### src/rtl/mem_port_arbiter_pkg.sv
// Shared constants for the unified instruction/data memory port arbiter.
// Holds the default bus widths, FSM state encoding and requester owner ids.
package mips32_mem_pkg;

  localparam int unsigned MemAwDefault = 10;
  localparam int unsigned MemDwDefault = 32;

  localparam logic [1:0] IDLE = 2'd0;
  localparam logic [1:0] WAIT = 2'd1;
  localparam logic [1:0] RESP = 2'd2;

  typedef enum logic [1:0] {
    StIdle = IDLE,
    StWait = WAIT,
    StResp = RESP
  } state_e;

  localparam logic OWN_IF = 1'b0;
  localparam logic OWN_DM = 1'b1;

  function automatic logic [15:0] sat_inc16(input logic [15:0] v);
    return (v == 16'hFFFF) ? v : v + 16'd1;
  endfunction

endpackage

### src/rtl/mem_port_arbiter_if.sv
// Pipeline-side and memory-side signals of the arbiter, grouped with modports.
// Performance counter signals exist only when MEM_PORT_ARBITER_PERF_EN is defined.
interface mem_port_arbiter_if
  import mips32_mem_pkg::*;
#(
  parameter int unsigned AW = MemAwDefault,
  parameter int unsigned DW = MemDwDefault
);

  logic          if_req;
  logic [AW-1:0] if_addr;
  logic          if_gnt;
  logic          if_rvalid;
  logic [DW-1:0] if_rdata;

  logic          dm_req;
  logic          dm_we;
  logic [AW-1:0] dm_addr;
  logic [DW-1:0] dm_wdata;
  logic          dm_gnt;
  logic          dm_rvalid;
  logic [DW-1:0] dm_rdata;

  logic          mem_en;
  logic          mem_we;
  logic [AW-1:0] mem_addr;
  logic [DW-1:0] mem_wdata;
  logic [DW-1:0] mem_rdata;

  logic          busy;

`ifdef MEM_PORT_ARBITER_PERF_EN
  logic [15:0]   perf_if_gnt;
  logic [15:0]   perf_dm_gnt;
  logic [15:0]   perf_conflict;
`endif

  // Arbiter side.
  modport slave (
    input  if_req, if_addr, dm_req, dm_we, dm_addr, dm_wdata, mem_rdata,
    output if_gnt, if_rvalid, if_rdata, dm_gnt, dm_rvalid, dm_rdata,
    output mem_en, mem_we, mem_addr, mem_wdata,
`ifdef MEM_PORT_ARBITER_PERF_EN
    output perf_if_gnt, perf_dm_gnt, perf_conflict,
`endif
    output busy
  );

  // Requesters plus memory array side.
  modport master (
    output if_req, if_addr, dm_req, dm_we, dm_addr, dm_wdata, mem_rdata,
    input  if_gnt, if_rvalid, if_rdata, dm_gnt, dm_rvalid, dm_rdata,
    input  mem_en, mem_we, mem_addr, mem_wdata,
`ifdef MEM_PORT_ARBITER_PERF_EN
    input  perf_if_gnt, perf_dm_gnt, perf_conflict,
`endif
    input  busy
  );

endinterface

### src/rtl/mem_arb_starve_ctr.sv
// Counts consecutive data-side grants taken while fetch was waiting; once the
// count saturates at STARVE_MAX, force_if_o makes fetch win the next conflict.
module mem_arb_starve_ctr #(
  parameter int unsigned STARVE_MAX = 4
) (
  input  logic clk_i,
  input  logic rst_ni,
  input  logic idle_i,
  input  logic if_req_i,
  input  logic if_win_i,
  input  logic dm_win_i,
  output logic force_if_o
);

  localparam logic [3:0] CntMax = 4'(STARVE_MAX);

  logic [3:0] cnt_q, cnt_d;

  always_comb begin
    cnt_d = cnt_q;
    if (if_win_i) begin
      cnt_d = '0;
    end else if (dm_win_i && if_req_i) begin
      cnt_d = (cnt_q == CntMax) ? cnt_q : cnt_q + 4'd1;
    end else if (idle_i && !if_req_i) begin
      cnt_d = '0;
    end
  end

  always_ff @(posedge clk_i or negedge rst_ni) begin
    if (!rst_ni) begin
      cnt_q <= '0;
    end else begin
      cnt_q <= cnt_d;
    end
  end

  assign force_if_o = (cnt_q == CntMax);

endmodule

### src/rtl/mem_port_arbiter.sv
// Single-outstanding arbiter between instruction fetch and the data stage for one
// shared memory port. Optional perf counters: define MEM_PORT_ARBITER_PERF_EN.
module mem_port_arbiter
  import mips32_mem_pkg::*;
#(
  parameter int unsigned AW         = MemAwDefault,
  parameter int unsigned DW         = MemDwDefault,
  parameter int unsigned MEM_LAT    = 1,
  parameter int unsigned STARVE_MAX = 4
) (
  input logic              clk1,
  input logic              rst_n,
  mem_port_arbiter_if.slave bus
);

  localparam logic [2:0] LatCnt = 3'(MEM_LAT);

  state_e        state_q, state_d;
  logic [2:0]    wait_cnt_q, wait_cnt_d;

  logic          idle, if_win, dm_win, force_if;

  logic          if_gnt_q, if_gnt_d;
  logic          dm_gnt_q, dm_gnt_d;
  logic          mem_en_q, mem_en_d;
  logic          mem_we_q, mem_we_d;
  logic [AW-1:0] mem_addr_q, mem_addr_d;
  logic [DW-1:0] mem_wdata_q, mem_wdata_d;
  logic          owner_q, owner_d;
  logic          store_q, store_d;
  logic          if_rvalid_q, if_rvalid_d;
  logic [DW-1:0] if_rdata_q, if_rdata_d;
  logic          dm_rvalid_q, dm_rvalid_d;
  logic [DW-1:0] dm_rdata_q, dm_rdata_d;

  assign idle   = (state_q == StIdle);
  assign if_win = idle & bus.if_req & (~bus.dm_req | force_if);
  assign dm_win = idle & bus.dm_req & ~if_win;

  mem_arb_starve_ctr #(
    .STARVE_MAX(STARVE_MAX)
  ) u_starve (
    .clk_i     (clk1),
    .rst_ni    (rst_n),
    .idle_i    (idle),
    .if_req_i  (bus.if_req),
    .if_win_i  (if_win),
    .dm_win_i  (dm_win),
    .force_if_o(force_if)
  );

  always_ff @(posedge clk1 or negedge rst_n) begin
    if (!rst_n) begin
      state_q    <= StIdle;
      wait_cnt_q <= '0;
    end else begin
      state_q    <= state_d;
      wait_cnt_q <= wait_cnt_d;
    end
  end

  // WAIT covers the grant cycle through grant + MEM_LAT - 1; RESP samples mem_rdata.
  always_comb begin
    state_d    = state_q;
    wait_cnt_d = wait_cnt_q;
    unique case (state_q)
      StIdle: begin
        if (if_win || dm_win) begin
          state_d    = StWait;
          wait_cnt_d = 3'd1;
        end
      end
      StWait: begin
        if (wait_cnt_q == LatCnt) begin
          state_d    = StResp;
          wait_cnt_d = '0;
        end else begin
          wait_cnt_d = wait_cnt_q + 3'd1;
        end
      end
      StResp:  state_d = StIdle;
      default: state_d = StIdle;
    endcase
  end

  always_comb begin
    if_gnt_d    = 1'b0;
    dm_gnt_d    = 1'b0;
    mem_en_d    = 1'b0;
    mem_we_d    = 1'b0;
    mem_addr_d  = mem_addr_q;
    mem_wdata_d = mem_wdata_q;
    owner_d     = owner_q;
    store_d     = store_q;
    if_rvalid_d = 1'b0;
    if_rdata_d  = if_rdata_q;
    dm_rvalid_d = 1'b0;
    dm_rdata_d  = dm_rdata_q;

    if (if_win) begin
      if_gnt_d    = 1'b1;
      mem_en_d    = 1'b1;
      mem_addr_d  = bus.if_addr;
      mem_wdata_d = '0;
      owner_d     = OWN_IF;
      store_d     = 1'b0;
    end else if (dm_win) begin
      dm_gnt_d    = 1'b1;
      mem_en_d    = 1'b1;
      mem_we_d    = bus.dm_we;
      mem_addr_d  = bus.dm_addr;
      mem_wdata_d = bus.dm_wdata;
      owner_d     = OWN_DM;
      store_d     = bus.dm_we;
    end

    if (state_q == StResp) begin
      if (owner_q == OWN_IF) begin
        if_rvalid_d = 1'b1;
        if_rdata_d  = bus.mem_rdata;
      end else begin
        dm_rvalid_d = 1'b1;
        dm_rdata_d  = store_q ? '0 : bus.mem_rdata;
      end
    end
  end

  always_ff @(posedge clk1 or negedge rst_n) begin
    if (!rst_n) begin
      if_gnt_q    <= 1'b0;
      dm_gnt_q    <= 1'b0;
      mem_en_q    <= 1'b0;
      mem_we_q    <= 1'b0;
      mem_addr_q  <= '0;
      mem_wdata_q <= '0;
      owner_q     <= OWN_IF;
      store_q     <= 1'b0;
      if_rvalid_q <= 1'b0;
      if_rdata_q  <= '0;
      dm_rvalid_q <= 1'b0;
      dm_rdata_q  <= '0;
    end else begin
      if_gnt_q    <= if_gnt_d;
      dm_gnt_q    <= dm_gnt_d;
      mem_en_q    <= mem_en_d;
      mem_we_q    <= mem_we_d;
      mem_addr_q  <= mem_addr_d;
      mem_wdata_q <= mem_wdata_d;
      owner_q     <= owner_d;
      store_q     <= store_d;
      if_rvalid_q <= if_rvalid_d;
      if_rdata_q  <= if_rdata_d;
      dm_rvalid_q <= dm_rvalid_d;
      dm_rdata_q  <= dm_rdata_d;
    end
  end

  assign bus.if_gnt    = if_gnt_q;
  assign bus.dm_gnt    = dm_gnt_q;
  assign bus.mem_en    = mem_en_q;
  assign bus.mem_we    = mem_we_q;
  assign bus.mem_addr  = mem_addr_q;
  assign bus.mem_wdata = mem_wdata_q;
  assign bus.if_rvalid = if_rvalid_q;
  assign bus.if_rdata  = if_rdata_q;
  assign bus.dm_rvalid = dm_rvalid_q;
  assign bus.dm_rdata  = dm_rdata_q;
  assign bus.busy      = (state_q != StIdle);

`ifdef MEM_PORT_ARBITER_PERF_EN
  logic [15:0] perf_if_q, perf_dm_q, perf_cf_q;

  always_ff @(posedge clk1 or negedge rst_n) begin
    if (!rst_n) begin
      perf_if_q <= '0;
      perf_dm_q <= '0;
      perf_cf_q <= '0;
    end else begin
      if (if_win) perf_if_q <= sat_inc16(perf_if_q);
      if (dm_win) perf_dm_q <= sat_inc16(perf_dm_q);
      if (idle && bus.if_req && bus.dm_req) perf_cf_q <= sat_inc16(perf_cf_q);
    end
  end

  assign bus.perf_if_gnt   = perf_if_q;
  assign bus.perf_dm_gnt   = perf_dm_q;
  assign bus.perf_conflict = perf_cf_q;
`endif

endmodule
### src/flat_wrapper.sv
// flat-port wrapper written by rule: the top's interface ports become plain ports
module mem_port_arbiter_flat import mips32_mem_pkg::*;
#(
  parameter int unsigned AW         = MemAwDefault,
  parameter int unsigned DW         = MemDwDefault,
  parameter int unsigned MEM_LAT    = 1,
  parameter int unsigned STARVE_MAX = 4
)
  (clk1, rst_n, bus_if_req, bus_if_addr, bus_dm_req, bus_dm_we, bus_dm_addr, bus_dm_wdata, bus_mem_rdata, bus_if_gnt, bus_if_rvalid, bus_if_rdata, bus_dm_gnt, bus_dm_rvalid, bus_dm_rdata, bus_mem_en, bus_mem_we, bus_mem_addr, bus_mem_wdata, bus_busy);
  mem_port_arbiter_if #(.AW(AW), .DW(DW)) bus_i ();
  input logic clk1;
  input logic rst_n;
  input wire logic [$bits(bus_i.if_req)-1:0] bus_if_req;
  input wire logic [$bits(bus_i.if_addr)-1:0] bus_if_addr;
  input wire logic [$bits(bus_i.dm_req)-1:0] bus_dm_req;
  input wire logic [$bits(bus_i.dm_we)-1:0] bus_dm_we;
  input wire logic [$bits(bus_i.dm_addr)-1:0] bus_dm_addr;
  input wire logic [$bits(bus_i.dm_wdata)-1:0] bus_dm_wdata;
  input wire logic [$bits(bus_i.mem_rdata)-1:0] bus_mem_rdata;
  output wire logic [$bits(bus_i.if_gnt)-1:0] bus_if_gnt;
  output wire logic [$bits(bus_i.if_rvalid)-1:0] bus_if_rvalid;
  output wire logic [$bits(bus_i.if_rdata)-1:0] bus_if_rdata;
  output wire logic [$bits(bus_i.dm_gnt)-1:0] bus_dm_gnt;
  output wire logic [$bits(bus_i.dm_rvalid)-1:0] bus_dm_rvalid;
  output wire logic [$bits(bus_i.dm_rdata)-1:0] bus_dm_rdata;
  output wire logic [$bits(bus_i.mem_en)-1:0] bus_mem_en;
  output wire logic [$bits(bus_i.mem_we)-1:0] bus_mem_we;
  output wire logic [$bits(bus_i.mem_addr)-1:0] bus_mem_addr;
  output wire logic [$bits(bus_i.mem_wdata)-1:0] bus_mem_wdata;
  output wire logic [$bits(bus_i.busy)-1:0] bus_busy;
  assign bus_i.if_req = bus_if_req;
  assign bus_i.if_addr = bus_if_addr;
  assign bus_i.dm_req = bus_dm_req;
  assign bus_i.dm_we = bus_dm_we;
  assign bus_i.dm_addr = bus_dm_addr;
  assign bus_i.dm_wdata = bus_dm_wdata;
  assign bus_i.mem_rdata = bus_mem_rdata;
  assign bus_if_gnt = bus_i.if_gnt;
  assign bus_if_rvalid = bus_i.if_rvalid;
  assign bus_if_rdata = bus_i.if_rdata;
  assign bus_dm_gnt = bus_i.dm_gnt;
  assign bus_dm_rvalid = bus_i.dm_rvalid;
  assign bus_dm_rdata = bus_i.dm_rdata;
  assign bus_mem_en = bus_i.mem_en;
  assign bus_mem_we = bus_i.mem_we;
  assign bus_mem_addr = bus_i.mem_addr;
  assign bus_mem_wdata = bus_i.mem_wdata;
  assign bus_busy = bus_i.busy;
  mem_port_arbiter #(.AW(AW), .DW(DW), .MEM_LAT(MEM_LAT), .STARVE_MAX(STARVE_MAX)) u_core (.clk1(clk1), .rst_n(rst_n), .bus(bus_i));
endmodule
### config.mk
export PLATFORM = sky130hd
export DESIGN_NAME = mem_port_arbiter_flat
export DESIGN_NICKNAME = d
export VERILOG_FILES = /design/src/rtl/mem_port_arbiter_pkg.sv /design/src/rtl/mem_port_arbiter_if.sv /design/src/rtl/mem_arb_starve_ctr.sv /design/src/rtl/mem_port_arbiter.sv /design/src/flat_wrapper.sv
export SDC_FILE = /design/constraint.sdc
export NUM_CORES = 1
export LEC_CHECK = 0
export CORE_MARGIN = 1.5
export CORE_UTILIZATION = 40
export CTS_BUF_LIST = sky130_fd_sc_hd__clkbuf_2 sky130_fd_sc_hd__clkbuf_4 sky130_fd_sc_hd__clkbuf_8
export CTS_CLUSTER_DIAMETER = 100
export DETAILED_ROUTE_END_ITERATION = 6
export GPL_TIMING_DRIVEN = 0
export PLACE_DENSITY = 0.79
export SYNTH_ARGS = -nofsm -noshare
export SYNTH_HDL_FRONTEND = slang
export SYNTH_SLANG_ARGS = --single-unit
### constraint.sdc
create_clock -name clk1 -period 1.66 [get_ports clk1]
set_clock_uncertainty 0.2 [all_clocks]
set_input_delay 0.332 -clock clk1 [delete_from_list [all_inputs] [get_ports clk1]]
set_output_delay 0.332 -clock clk1 [all_outputs]
set_load 0.005 [all_outputs]
# ---- Yosys cells after proc, flatten, opt, wreduce, memory -nomap -nowiden
# Index checks and enable logic that the tools add are counted.
dict set report totals {
  regBits 123
  input_bits 89
  out_inout_bits 113
  elab_cells 75
}
dict set report op_classes {
  eq_ne 7
  n_mux 29
  add_sub_neg 2
  n_reduce_logical 14
  n_bitwise 8
}
# op n
set ops {}
lappend ops {{2-to-1 mux 32 bit} 3}
lappend ops {{2-to-1 mux 10 bit} 2}
lappend ops {{2-to-1 mux 4 bit} 4}
lappend ops {{2-to-1 mux 1 bit} 14}
lappend ops {{AND reduction 2 bit} 5}
lappend ops {{2-to-1 mux 3 bit} 2}
lappend ops {{case mux 3 bit (2 select lines)} 1}
lappend ops {{nonzero test 2 bit} 3}
lappend ops {{adder 4 x 1 -> 4 bit, second input constant} 1}
lappend ops {{bitwise AND 1 bit} 4}
lappend ops {{equality test 4 x 3 -> 1 bit, second input constant} 1}
lappend ops {{2-to-1 mux 2 bit} 2}
lappend ops {{case mux 2 bit (2 select lines)} 1}
lappend ops {{adder 3 x 1 -> 3 bit, second input constant} 1}
lappend ops {{equality test 3 x 1 -> 1 bit, second input constant} 1}
lappend ops {{inequality test 3 x 2 -> 1 bit, second input constant} 1}
lappend ops {{inverter 1 bit} 3}
lappend ops {{nonzero test 3 bit} 1}
lappend ops {{equality test 2 x 1 -> 1 bit, second input constant} 1}
lappend ops {{equality test 2 bit, second input constant} 1}
lappend ops {{logical AND 1 bit} 2}
lappend ops {{logical NOT 2 bit} 1}
lappend ops {{inequality test 2 x 1 -> 1 bit, second input constant} 1}
lappend ops {{inequality test 2 bit, second input constant} 1}
lappend ops {{3 further kinds} 3}

# ---- Depth between registers and ports, before layout
# Gate-level depths: netlist of the first run.
dict set report logic_depth {
  word_depth 8
  depth_mapped 7
  ltp_nobuf 5
}

# ---- Hierarchy
# Synthesis of the first run repeated with hierarchy kept, for this count alone.
dict set report unflattened {
  hier_cells 381
  area_unflattened_um2 4936.0
}
# module area_per_inst_um2 instances cells_each seq_area_each_um2
set by_module_without_submodules {}
lappend by_module_without_submodules {mem_port_arbiter 4663.2 1 355 2977.9}
lappend by_module_without_submodules {mem_arb_starve_ctr 272.8 1 26 100.1}

# ---- Least setup slack after synthesis of the first run
# Ideal clock, no wire load.
dict set report synth_timing {
  path_type {register -> register}
  start {register u_core.u_starve.cnt_q[0]}
  end {register u_core.mem_addr_q[4], in the netlist u_core.bus.mem_addr[4]}
  arrival_ns 1.466
  setup_time_ns 0.126
  n_path_buf 2
  slack_ns -0.132
  required_time_ns 1.334
  path_stages_with_launch 8
  period_less_slack_ns 1.792
  cell_sequence {dfrtp_1 inv_1 ha_1 nand3b_4 o211a_1 buf_6 buf_6 a221o_1}
}
dict set report synth_between {
  elab_chain_len 6
  word_cells_on_any_way 7
  classes_between {eq/ne (1); mux (1); bitwise (4); reduce/logical (1)}
}
# item line_no
set synth_rtl {}
lappend synth_rtl {{start: declaration} mem_arb_starve_ctr.sv:17} ;# logic [3:0] cnt_q, cnt_d;
lappend synth_rtl {{start signal: assignment} mem_arb_starve_ctr.sv:34} ;# cnt_q <= cnt_d;
lappend synth_rtl {{equality test 4 x 3 -> 1 bit (*)} mem_arb_starve_ctr.sv:38} ;# assign force_if_o = (cnt_q == CntMax);
lappend synth_rtl {{OR 1 bit (*)} mem_port_arbiter.sv:37} ;# assign if_win = idle & bus.if_req & (~bus.dm_req | force_if);
lappend synth_rtl {{bitwise AND 1 bit (*)} mem_port_arbiter.sv:37}
lappend synth_rtl {{inverter 1 bit} mem_port_arbiter.sv:38} ;# assign dm_win = idle & bus.dm_req & ~if_win;
lappend synth_rtl {{bitwise AND 1 bit} mem_port_arbiter.sv:38}
lappend synth_rtl {{nonzero test 2 bit (no source line)} n/a}
lappend synth_rtl {{end signal: assignment} mem_port_arbiter.sv:147} ;# mem_addr_q <= mem_addr_d;
lappend synth_rtl {{end: declaration} mem_port_arbiter.sv:27} ;# logic [AW-1:0] mem_addr_q, mem_addr_d;
# Mark *: on every way between the ends. The rest lies on a longest branch, timed or not.
# A chain may end at the register's enable or synchronous reset.

# ---- Worst setup path in the final report of the first run
dict set report layout_timing {
  start {register u_core.u_starve.cnt_q[1]}
  end {register u_core.mem_addr_q[7], in the netlist u_core.bus.mem_addr[7]}
}
# The elaborated chain is that of the path after synthesis.

==> results of run 1 <==
## flip-flops by register name (all words and copies together), names as in the netlist
name / flops
u_core.bus.dm_rdata: 32
u_core.bus.if_rdata: 32
u_core.bus.mem_wdata: 32
u_core.bus.mem_addr: 10
u_core.u_starve.cnt_q: 4
u_core.wait_cnt_q: 3
u_core.state_q: 2
u_core.bus.dm_gnt: 1
u_core.bus.dm_rvalid: 1
u_core.bus.if_gnt: 1
u_core.bus.if_rvalid: 1
u_core.bus.mem_en: 1
u_core.bus.mem_we: 1
u_core.owner_q: 1
u_core.store_q: 1
## tightest hold or removal path: cells and delay by family
kind,cells,cell delay (ns)
AOI/OAI and AO/OA,1,0.15
buffers and inverters,1,0.23
and+or+nand+nor,1,0.09
## cell usage in the layout (no fill, tap or decap), types with 2 or more instances in the layout
master                            count
sky130_fd_sc_hd__inv_1                4
sky130_fd_sc_hd__dfrtp_1            123
sky130_fd_sc_hd__nand2_1             38
sky130_fd_sc_hd__inv_2                2
sky130_fd_sc_hd__clkbuf_8            19
sky130_fd_sc_hd__buf_8                7
sky130_fd_sc_hd__o21ai_0             21
sky130_fd_sc_hd__dlygate4sd2_1       90
sky130_fd_sc_hd__clkdlybuf4s50_1     86
sky130_fd_sc_hd__clkbuf_4             2
sky130_fd_sc_hd__mux2_4              32
sky130_fd_sc_hd__buf_4               41
sky130_fd_sc_hd__a21oi_1              3
sky130_fd_sc_hd__clkinv_2             4
sky130_fd_sc_hd__clkinvlp_4           2
sky130_fd_sc_hd__clkdlybuf4s15_1     22
sky130_fd_sc_hd__a22o_1              33
sky130_fd_sc_hd__a21boi_0            10
sky130_fd_sc_hd__nand2b_1            34
sky130_fd_sc_hd__o21ai_1             14
sky130_fd_sc_hd__buf_2                5
sky130_fd_sc_hd__clkbuf_2             2
sky130_fd_sc_hd__nand3_1              3
sky130_fd_sc_hd__nor2_1               2
sky130_fd_sc_hd__bufinv_16            5
sky130_fd_sc_hd__buf_16               2
sky130_fd_sc_hd__clkbuf_1             4
sky130_fd_sc_hd__nand3b_1             2
sky130_fd_sc_hd__buf_6               15
sky130_fd_sc_hd__a221o_1             10
## worst min path at each step
stage,to,slack [ns],cells past startpoint
2_1_floorplan,u_core.bus.dm_gnt$_DFF_PN0_,-0.16,0
3_3_place_gp,u_core.bus.dm_rdata[7]$_DFFE_PN0P_,0.26,2
3_5_place_dp,u_core.bus.dm_rdata[0]$_DFFE_PN0P_,0.13,1
4_1_cts,u_core.bus.dm_rdata[26]$_DFFE_PN0P_,0.25,2
5_1_grt,u_core.owner_q$_DFFE_PN0P_,0.25,3
6_report,u_core.owner_q$_DFFE_PN0P_,0.22,3
## logic make-up (layout without fill, tap and decap cells)
family	Yosys count	count (layout)	synth area share (%)
compound gates	98	98	14.82
xor+xnor	1	1	0.1811
fa+ha+maj	2	2	0.5172
buf+inv	31	317	3.285
flops	123	123	63.63
mux	33	33	7.656
simple gates	89	89	9.907
## metal layers
| layer | wire length, um | GRT usage (%) | vias to the layer above |
|---|---|---|---|
| met5 | 0 | 0 | - |
| met4 | 251 | 7.333 | 0 |
| met3 | 987 | 6.749 | 23 |
| met2 | 7186 | 39.84 | 181 |
| met1 | 5888 | 27.05 | 2022 |
| li1 | - | - | 1879 |
## through the flow
step | worst slack (ns) | instance area, sq um | cells
global placement | -4.564 | 7030 | 721
detailed placement | -0.5989 | 7059 | 722
floorplan | -0.1246 | 4840 | 377
global route | -0.2267 | 8117 | 806
CTS | -0.1938 | 7970 | 791
finish | -0.1690 | 8117 | 806
## what timing repair did
item / in CTS / in global routing
hold buffers: 1 / 0
setup endpoints to repair: 215 / 142
buffers inserted: 30 / 23
gates cloned: 6 / 1
pin swaps: 13 / 11
endpoints found under the hold margin: 54 / 0
gates resized for setup: 178 / 76
## power by group through the flow
stage	registers (mW)	clock network [mW]	logic, mW
finish	5.15	3.07	6.69
global route	5.32	3.26	7.20
CTS	5.12	3.11	6.28
detailed placement	5.22	0	6.00
global placement	5.18	0	5.85
floorplan	5.23	0	2.31
## layout make-up
type	instances	area, sq um
Fill cell	846	3497
Sequential cell	123	3078
Timing Repair Buffer	257	2441
Multi-Input combinational cell	223	1757
Clock buffer	20	269.0
Clock inverter	12	193.9
Tap cell	143	178.9
Buffer	21	165.2
Inverter	7	33.78
==> flow_results.xml, run 1 <==
<?xml version="1.0" encoding="UTF-8"?>
<metrics>
  <group name="run_status">
    <metric name="run_status" unit="">finished with violations</metric>
    <metric name="failed_checks" unit="">setup timing</metric>
  </group>
  <group name="setup_path">
    <metric name="critical_path.n_buffers_inverters" unit="">3</metric>
    <metric name="timing.critical_path.required" unit="ns">1.77</metric>
    <metric name="cp.depth" unit="">7</metric>
    <metric name="crit_path_end" unit="">u_core.bus.mem_addr[7]$_DFFE_PN0P_</metric>
    <metric name="crit_path_max_fanout" unit="">7</metric>
    <metric name="r2r_slack" unit="ns">-0.17</metric>
    <metric name="worst_path_dominant_cell_family" unit="">compound AO/OA/AOI/OAI gates</metric>
    <metric name="r2r_end" unit="">u_core.bus.mem_addr[7]$_DFFE_PN0P_</metric>
    <metric name="critPathMaxStageDelay" unit="ns">0.39</metric>
    <metric name="reg2regPathDepth" unit="">7</metric>
    <metric name="setup.worst_path.end_class" unit="">register</metric>
    <metric name="path_cells" unit="">inv_2 -&gt; ha_4 -&gt; nand3b_4 -&gt; o211a_1 -&gt; buf_6 -&gt; buf_8 -&gt; a221o_1</metric>
    <metric name="critPathArrivalTime" unit="ns">1.94</metric>
    <metric name="critical_path.startpoint_type" unit="">register</metric>
    <metric name="worstSetupPathType" unit="">reg -&gt; reg</metric>
    <metric name="critical_path.startpoint" unit="">u_core.u_starve.cnt_q[1]$_DFFE_PN0P_</metric>
    <metric name="rr_startpoint" unit="">u_core.u_starve.cnt_q[1]$_DFFE_PN0P_</metric>
    <metric name="highest_delay_cell_along_the_critical_path" unit="">sky130_fd_sc_hd__dfrtp_1</metric>
  </group>
  <group name="clocking">
    <metric name="h_tree_depth" unit="">4</metric>
    <metric name="clock_tree.buffer_depth" unit="">2</metric>
    <metric name="cts.reportedPaths.clkPinSlew" unit="ns">0.07</metric>
    <metric name="cts_inserted_buffers" unit="">17</metric>
    <metric name="clock-root-buffer" unit="">sky130_fd_sc_hd__clkbuf_8</metric>
    <metric name="clock_insertion_delay_worst_skew" unit="ns">0.43</metric>
    <metric name="cts_tree" unit="">yes</metric>
    <metric name="clock_sink_count" unit="">123</metric>
  </group>
  <group name="power_and_ir_drop">
    <metric name="power.share.sequential" unit="%">34.5</metric>
    <metric name="power.switching_fraction" unit="%">30.99</metric>
    <metric name="cellLeakagePower" unit="nW">3.944</metric>
    <metric name="total_power" unit="mW">14.91</metric>
    <metric name="powerDensity" unit="nW/um^2">1837</metric>
    <metric name="ir_drop" unit="mV">0.9431</metric>
    <metric name="pwr-share-clk" unit="%">20.6</metric>
    <metric name="p_sw" unit="mW">4.621</metric>
    <metric name="internal_power" unit="mW">10.29</metric>
    <metric name="power_frac_comb" unit="%">44.8</metric>
  </group>
  <group name="hold_path">
    <metric name="min_delay_path_class" unit="">in -&gt; reg</metric>
    <metric name="timing.hold.worst.start" unit="">bus_dm_req</metric>
  </group>
  <group name="yosys">
    <metric name="post-synth-top-count-cell" unit="">sky130_fd_sc_hd__dfrtp_1</metric>
    <metric name="asyncSetResetFlopFracSynth" unit="%">100.0</metric>
    <metric name="syn-num-nets" unit="">468</metric>
    <metric name="synth.top_cell.area_share" unit="%">63.63</metric>
    <metric name="synth.distinct_cells" unit="">37</metric>
    <metric name="yosys_warnings" unit="">0</metric>
    <metric name="ys_dominant_reg_cell" unit="">sky130_fd_sc_hd__dfrtp_1</metric>
    <metric name="syn_avg_cell_area" unit="sq um">12.83</metric>
    <metric name="synth-seq-area-share" unit="%">63.63</metric>
    <metric name="post-synth-top-area-cell" unit="">sky130_fd_sc_hd__dfrtp_1</metric>
    <metric name="synth-seq-cells" unit="">123</metric>
    <metric name="synth.area.top_cells" unit="">sky130_fd_sc_hd__dfrtp_1 (64%), sky130_fd_sc_hd__mux2_2 (7.0%), sky130_fd_sc_hd__a22o_1 (6.0%), sky130_fd_sc_hd__nand2b_1 (4.4%), sky130_fd_sc_hd__o21ai_0 (3.5%)</metric>
    <metric name="syn_area" unit="sq um">4837</metric>
    <metric name="synth_cells" unit="">377</metric>
    <metric name="synth.cells.most_frequent" unit="">sky130_fd_sc_hd__dfrtp_1 (123), sky130_fd_sc_hd__nand2_1 (39), sky130_fd_sc_hd__nand2b_1 (34), sky130_fd_sc_hd__o21ai_0 (34), sky130_fd_sc_hd__a22o_1 (33)</metric>
    <metric name="synth_enable_flop_cells" unit="">0</metric>
  </group>
  <group name="global_route">
    <metric name="grt-ovfl-total" unit="">0</metric>
    <metric name="grt_pass1_vias" unit="">4344</metric>
    <metric name="grt_first_pass_wirelength" unit="mm">22.51</metric>
    <metric name="maximum_number_of_pins_on_one_net_before_global_route_repair" unit="">70</metric>
    <metric name="grt_antenna_before_repair" unit="">0</metric>
    <metric name="grt_util_all_layers" unit="%">22.75</metric>
  </group>
  <group name="flow_run">
    <metric name="maxCapViolCount" unit="">0</metric>
  </group>
  <group name="floorplan">
    <metric name="top_level_ports" unit="">202</metric>
    <metric name="placeableCoreArea" unit="sq um">11610</metric>
    <metric name="dieHeight" unit="um">113.0</metric>
    <metric name="fp.dieW" unit="um">113.0</metric>
    <metric name="std_cell_rows" unit="">39</metric>
    <metric name="floorplan.initialDensity" unit="%">41.65</metric>
    <metric name="dieArea" unit="sq um">12760</metric>
  </group>
  <group name="sta">
    <metric name="post-route-period-util" unit="%">110.2</metric>
    <metric name="final.setup.tns" unit="ns">-5.359</metric>
    <metric name="relSlewSlack" unit="%">65.27</metric>
    <metric name="final-max-slew-violation-count" unit="">0</metric>
    <metric name="final-setup-viol-count" unit="">77</metric>
    <metric name="timing.final.crit_period" unit="ns">1.829</metric>
    <metric name="whs" unit="ns">0.2237</metric>
    <metric name="max_freq" unit="MHz">546.7</metric>
    <metric name="final.setup.worst_slack" unit="ns">-0.1690</metric>
    <metric name="timing_worst_slew_pin_value" unit="ns">0.5210</metric>
    <metric name="report.final.hold_viol_count" unit="">0</metric>
    <metric name="rsz0062_at_grt" unit="">yes</metric>
  </group>
  <group name="route">
    <metric name="postRouteAntennaNets" unit="">0</metric>
    <metric name="mean_routed_wirelength_per_cell" unit="um">17.76</metric>
    <metric name="drc" unit="">0</metric>
    <metric name="vias" unit="">4105</metric>
    <metric name="dr.pass1.iters" unit="">4</metric>
    <metric name="route.final.wire_length" unit="mm">14.31</metric>
    <metric name="number_of_drc_violations_after_detailed_routing_iteration_0" unit="">189</metric>
    <metric name="vias_per_std_cell" unit="">5.093</metric>
  </group>
  <group name="layout">
    <metric name="layout.core_utilization" unit="%">69.89</metric>
    <metric name="finalNetCount" unit="">741</metric>
    <metric name="final_layout_size_suffix_gt1_share" unit="%">22.62</metric>
    <metric name="synthToLayoutAreaGrowth" unit="%">67.80</metric>
    <metric name="antennaDiodeCount" unit="">0</metric>
  </group>
  <group name="placed_design">
    <metric name="routabilityCongestion" unit="">0.8051</metric>
    <metric name="hpwl_after_dpl" unit="mm">9.319</metric>
    <metric name="place.port_buffers" unit="">201</metric>
  </group>
</metrics>
(Power assumes the default switching activity.)
==> inputs of run 2 (changes only) <==
--- a/config.mk
+++ b/config.mk
@@ -5,6 +5,7 @@
 export SDC_FILE = /design/constraint.sdc
 export NUM_CORES = 1
 export LEC_CHECK = 0
+export CAP_MARGIN = 10
 export CORE_MARGIN = 1.5
 export CORE_UTILIZATION = 40
 export CTS_BUF_LIST = sky130_fd_sc_hd__clkbuf_2 sky130_fd_sc_hd__clkbuf_4 sky130_fd_sc_hd__clkbuf_8
@@ -12,6 +13,7 @@
 export DETAILED_ROUTE_END_ITERATION = 6
 export GPL_TIMING_DRIVEN = 0
 export PLACE_DENSITY = 0.79
+export REMOVE_ABC_BUFFERS = 1
 export SYNTH_ARGS = -nofsm -noshare
 export SYNTH_HDL_FRONTEND = slang
 export SYNTH_SLANG_ARGS = --single-unit
==> run 2 against run 1 <==
The run still ends with setup timing left. Largest power group unchanged. Final cell count rose by 2.1%. Highest routed layer unchanged. Maximum frequency grew 0.37%. Critical endpoint is now bus_busy. Global-route usage is 0.29 points lower.
==> flow_results.xml, run 2 (synthesized netlist as in run 1, its figures left out) <==
<?xml version="1.0" encoding="UTF-8"?>
<metrics>
  <group name="run_status">
    <metric name="run_status" unit="">finished with violations</metric>
    <metric name="failed_checks" unit="">setup timing</metric>
  </group>
  <group name="power_and_ir_drop">
    <metric name="power.share.sequential" unit="%">32.8</metric>
    <metric name="cellLeakagePower" unit="nW">4.062</metric>
    <metric name="internal_power" unit="mW">11.03</metric>
    <metric name="pwr-share-clk" unit="%">18.2</metric>
    <metric name="ir_drop" unit="mV">1.010</metric>
    <metric name="power_frac_comb" unit="%">48.9</metric>
    <metric name="powerDensity" unit="nW/um^2">1855</metric>
    <metric name="power.switching_fraction" unit="%">31.58</metric>
    <metric name="p_sw" unit="mW">5.092</metric>
  </group>
  <group name="floorplan">
    <metric name="dieArea" unit="sq um">12760</metric>
    <metric name="fp.dieW" unit="um">113.0</metric>
    <metric name="top_level_ports" unit="">202</metric>
    <metric name="std_cell_rows" unit="">39</metric>
    <metric name="floorplan.initialDensity" unit="%">41.65</metric>
    <metric name="dieHeight" unit="um">113.0</metric>
    <metric name="placeableCoreArea" unit="sq um">11610</metric>
  </group>
  <group name="sta">
    <metric name="report.final.hold_viol_count" unit="">0</metric>
    <metric name="relSlewSlack" unit="%">65.38</metric>
    <metric name="timing.final.crit_period" unit="ns">1.822</metric>
    <metric name="final.setup.worst_slack" unit="ns">-0.1623</metric>
    <metric name="final-max-slew-violation-count" unit="">0</metric>
    <metric name="final-setup-viol-count" unit="">69</metric>
    <metric name="timing_worst_slew_pin_value" unit="ns">0.5193</metric>
    <metric name="max_freq" unit="MHz">548.8</metric>
    <metric name="rsz0062_at_grt" unit="">yes</metric>
    <metric name="post-route-period-util" unit="%">109.8</metric>
  </group>
  <group name="route">
    <metric name="vias_per_std_cell" unit="">5.052</metric>
    <metric name="mean_routed_wirelength_per_cell" unit="um">18.13</metric>
    <metric name="route.final.wire_length" unit="mm">14.92</metric>
    <metric name="postRouteAntennaNets" unit="">0</metric>
    <metric name="vias" unit="">4158</metric>
    <metric name="drc" unit="">0</metric>
    <metric name="number_of_drc_violations_after_detailed_routing_iteration_0" unit="">181</metric>
    <metric name="dr.pass1.iters" unit="">4</metric>
  </group>
  <group name="clocking">
    <metric name="cts_tree" unit="">yes</metric>
    <metric name="clock_insertion_delay_worst_skew" unit="ns">0.42</metric>
    <metric name="clock-root-buffer" unit="">sky130_fd_sc_hd__clkbuf_8</metric>
    <metric name="clock_tree.buffer_depth" unit="">2</metric>
    <metric name="cts_inserted_buffers" unit="">17</metric>
    <metric name="clock_sink_count" unit="">123</metric>
    <metric name="h_tree_depth" unit="">4</metric>
    <metric name="cts.reportedPaths.clkPinSlew" unit="ns">0.08</metric>
  </group>
  <group name="placed_design">
    <metric name="dp_cells" unit="">703</metric>
    <metric name="place.port_buffers" unit="">201</metric>
    <metric name="hpwl_after_dpl" unit="mm">8.113</metric>
    <metric name="place_ws" unit="ns">-1.180</metric>
    <metric name="routabilityCongestion" unit="">0.7650</metric>
  </group>
  <group name="setup_path">
    <metric name="worstSetupPathType" unit="">reg -&gt; out</metric>
    <metric name="crit_path_max_fanout" unit="">2</metric>
    <metric name="timing.critical_path.required" unit="ns">1.13</metric>
    <metric name="reg2regPathDepth" unit="">6</metric>
    <metric name="setup.worst_path.end_class" unit="">output port</metric>
    <metric name="critPathArrivalTime" unit="ns">1.29</metric>
    <metric name="critical_path.startpoint_type" unit="">register</metric>
  </group>
  <group name="layout">
    <metric name="layout.cells.most_common" unit="">sky130_fd_sc_hd__dfrtp_1</metric>
    <metric name="fillers" unit="">736</metric>
    <metric name="final_layout_size_suffix_gt1_share" unit="%">27.79</metric>
    <metric name="antennaDiodeCount" unit="">0</metric>
    <metric name="finalNonFillerCells" unit="">823</metric>
    <metric name="synthToLayoutAreaGrowth" unit="%">79.64</metric>
    <metric name="finalNetCount" unit="">758</metric>
    <metric name="layout.core_utilization" unit="%">74.82</metric>
    <metric name="layout_common_cells" unit="">sky130_fd_sc_hd__dfrtp_1 (121), sky130_fd_sc_hd__clkdlybuf4s50_1 (87), sky130_fd_sc_hd__clkdlybuf4s15_1 (58)</metric>
  </group>
  <group name="global_route">
    <metric name="grt-ovfl-total" unit="">0</metric>
    <metric name="grt_pass1_vias" unit="">4246</metric>
    <metric name="grt_antenna_before_repair" unit="">0</metric>
    <metric name="grt_first_pass_wirelength" unit="mm">22.34</metric>
    <metric name="maximum_number_of_pins_on_one_net_before_global_route_repair" unit="">80</metric>
    <metric name="grt_util_all_layers" unit="%">22.46</metric>
  </group>
  <group name="flow_run">
    <metric name="maxCapViolCount" unit="">0</metric>
  </group>
  <group name="hold_path">
    <metric name="min_delay_path_class" unit="">in -&gt; async</metric>
  </group>
</metrics>
[run 2: what timing repair did]
action	CTS	global route
cloned	10	4
resized for setup	206	102
setup buffers	46	31
hold buffers	1	0
setup endpoints to repair	217	181
endpoints found under the hold margin	44	0
pin swaps	6	9
[run 2: path summary, 6_finish.rpt]
path                                                      from  slack [ns]                                  end
hold reg to reg            u_core.bus.dm_rdata[23]$_DFFE_PN0P_        0.29  u_core.bus.dm_rdata[23]$_DFFE_PN0P_
setup / recovery                 u_core.state_q[0]$_DFFE_PN0P_       -0.16                             bus_busy
hold / removal                                           rst_n        0.19   u_core.bus.if_rdata[9]$_DFFE_PN0P_
min in group clk1          u_core.bus.dm_rdata[23]$_DFFE_PN0P_        0.29  u_core.bus.dm_rdata[23]$_DFFE_PN0P_
setup reg to reg                 u_core.state_q[1]$_DFFE_PN0P_       -0.14   u_core.bus.if_rdata[2]$_DFFE_PN0P_
max in group asynchronous                                rst_n        0.31           u_core.store_q$_DFFE_PN0P_
[run 2: worst max-delay path, cell delays in order (launching register included)]
cell and delay (ns):
sky130_fd_sc_hd__dfrtp_2 0.42, sky130_fd_sc_hd__buf_6 0.12, sky130_fd_sc_hd__nor2_4 0.16, sky130_fd_sc_hd__inv_4 0.05, sky130_fd_sc_hd__buf_6 0.11
[run 2: through the flow]
stage / TNS (ns) / instance area [sq um] / hold slack (ns) / power (mW)
finish: -6.888 / 8690 / 0.1930 / 16.12
global route: -11.17 / 8690 / 0.1914 / 17.02
CTS: -7.184 / 8253 / 0.1905 / 15.03
detailed placement: -61.07 / 7030 / 0.08752 / 11.12
global placement: -713.84 / 6895 / 0.2617 / 10.79
floorplan: -61.07 / 4705 / -0.1636 / 7.361
[run 2: cell type report]
| type | instances | area (sq um) | share of cell area [%] |
|---|---|---|---|
| clock buffers | 18 | 247.7 | 2.851 |
| repair buffers | 293 | 3103 | 35.71 |
| clock inverters | 14 | 196.4 | 2.261 |
| inverters | 7 | 28.78 | 0.3312 |
| flip-flops and latches | 123 | 3080 | 35.45 |
| multi-input cells | 225 | 1854 | 21.34 |
| well taps | 143 | 178.9 | 2.059 |
[run 2: layer usage]
metal  GRT usage [%]  wire (um)  vias to the layer above  share of wire, %
met5               0          0                        -                 0
met4           6.833        232                        0               1.6
met3           6.856        957                       18               6.4
met2           37.36       7501                      184                50
met1           28.47       6228                     2040                42
li1                -          -                     1916                 -
[run 2: power groups by stage]
stage	Combinational [mW]	Clock, mW	Sequential, mW
after detailed placement	5.82	0	5.30
after CTS	6.86	2.96	5.21
after global routing	8.42	3.14	5.45
after floorplan	2.09	0	5.27
final	7.89	2.94	5.29
after global placement	5.55	0	5.24
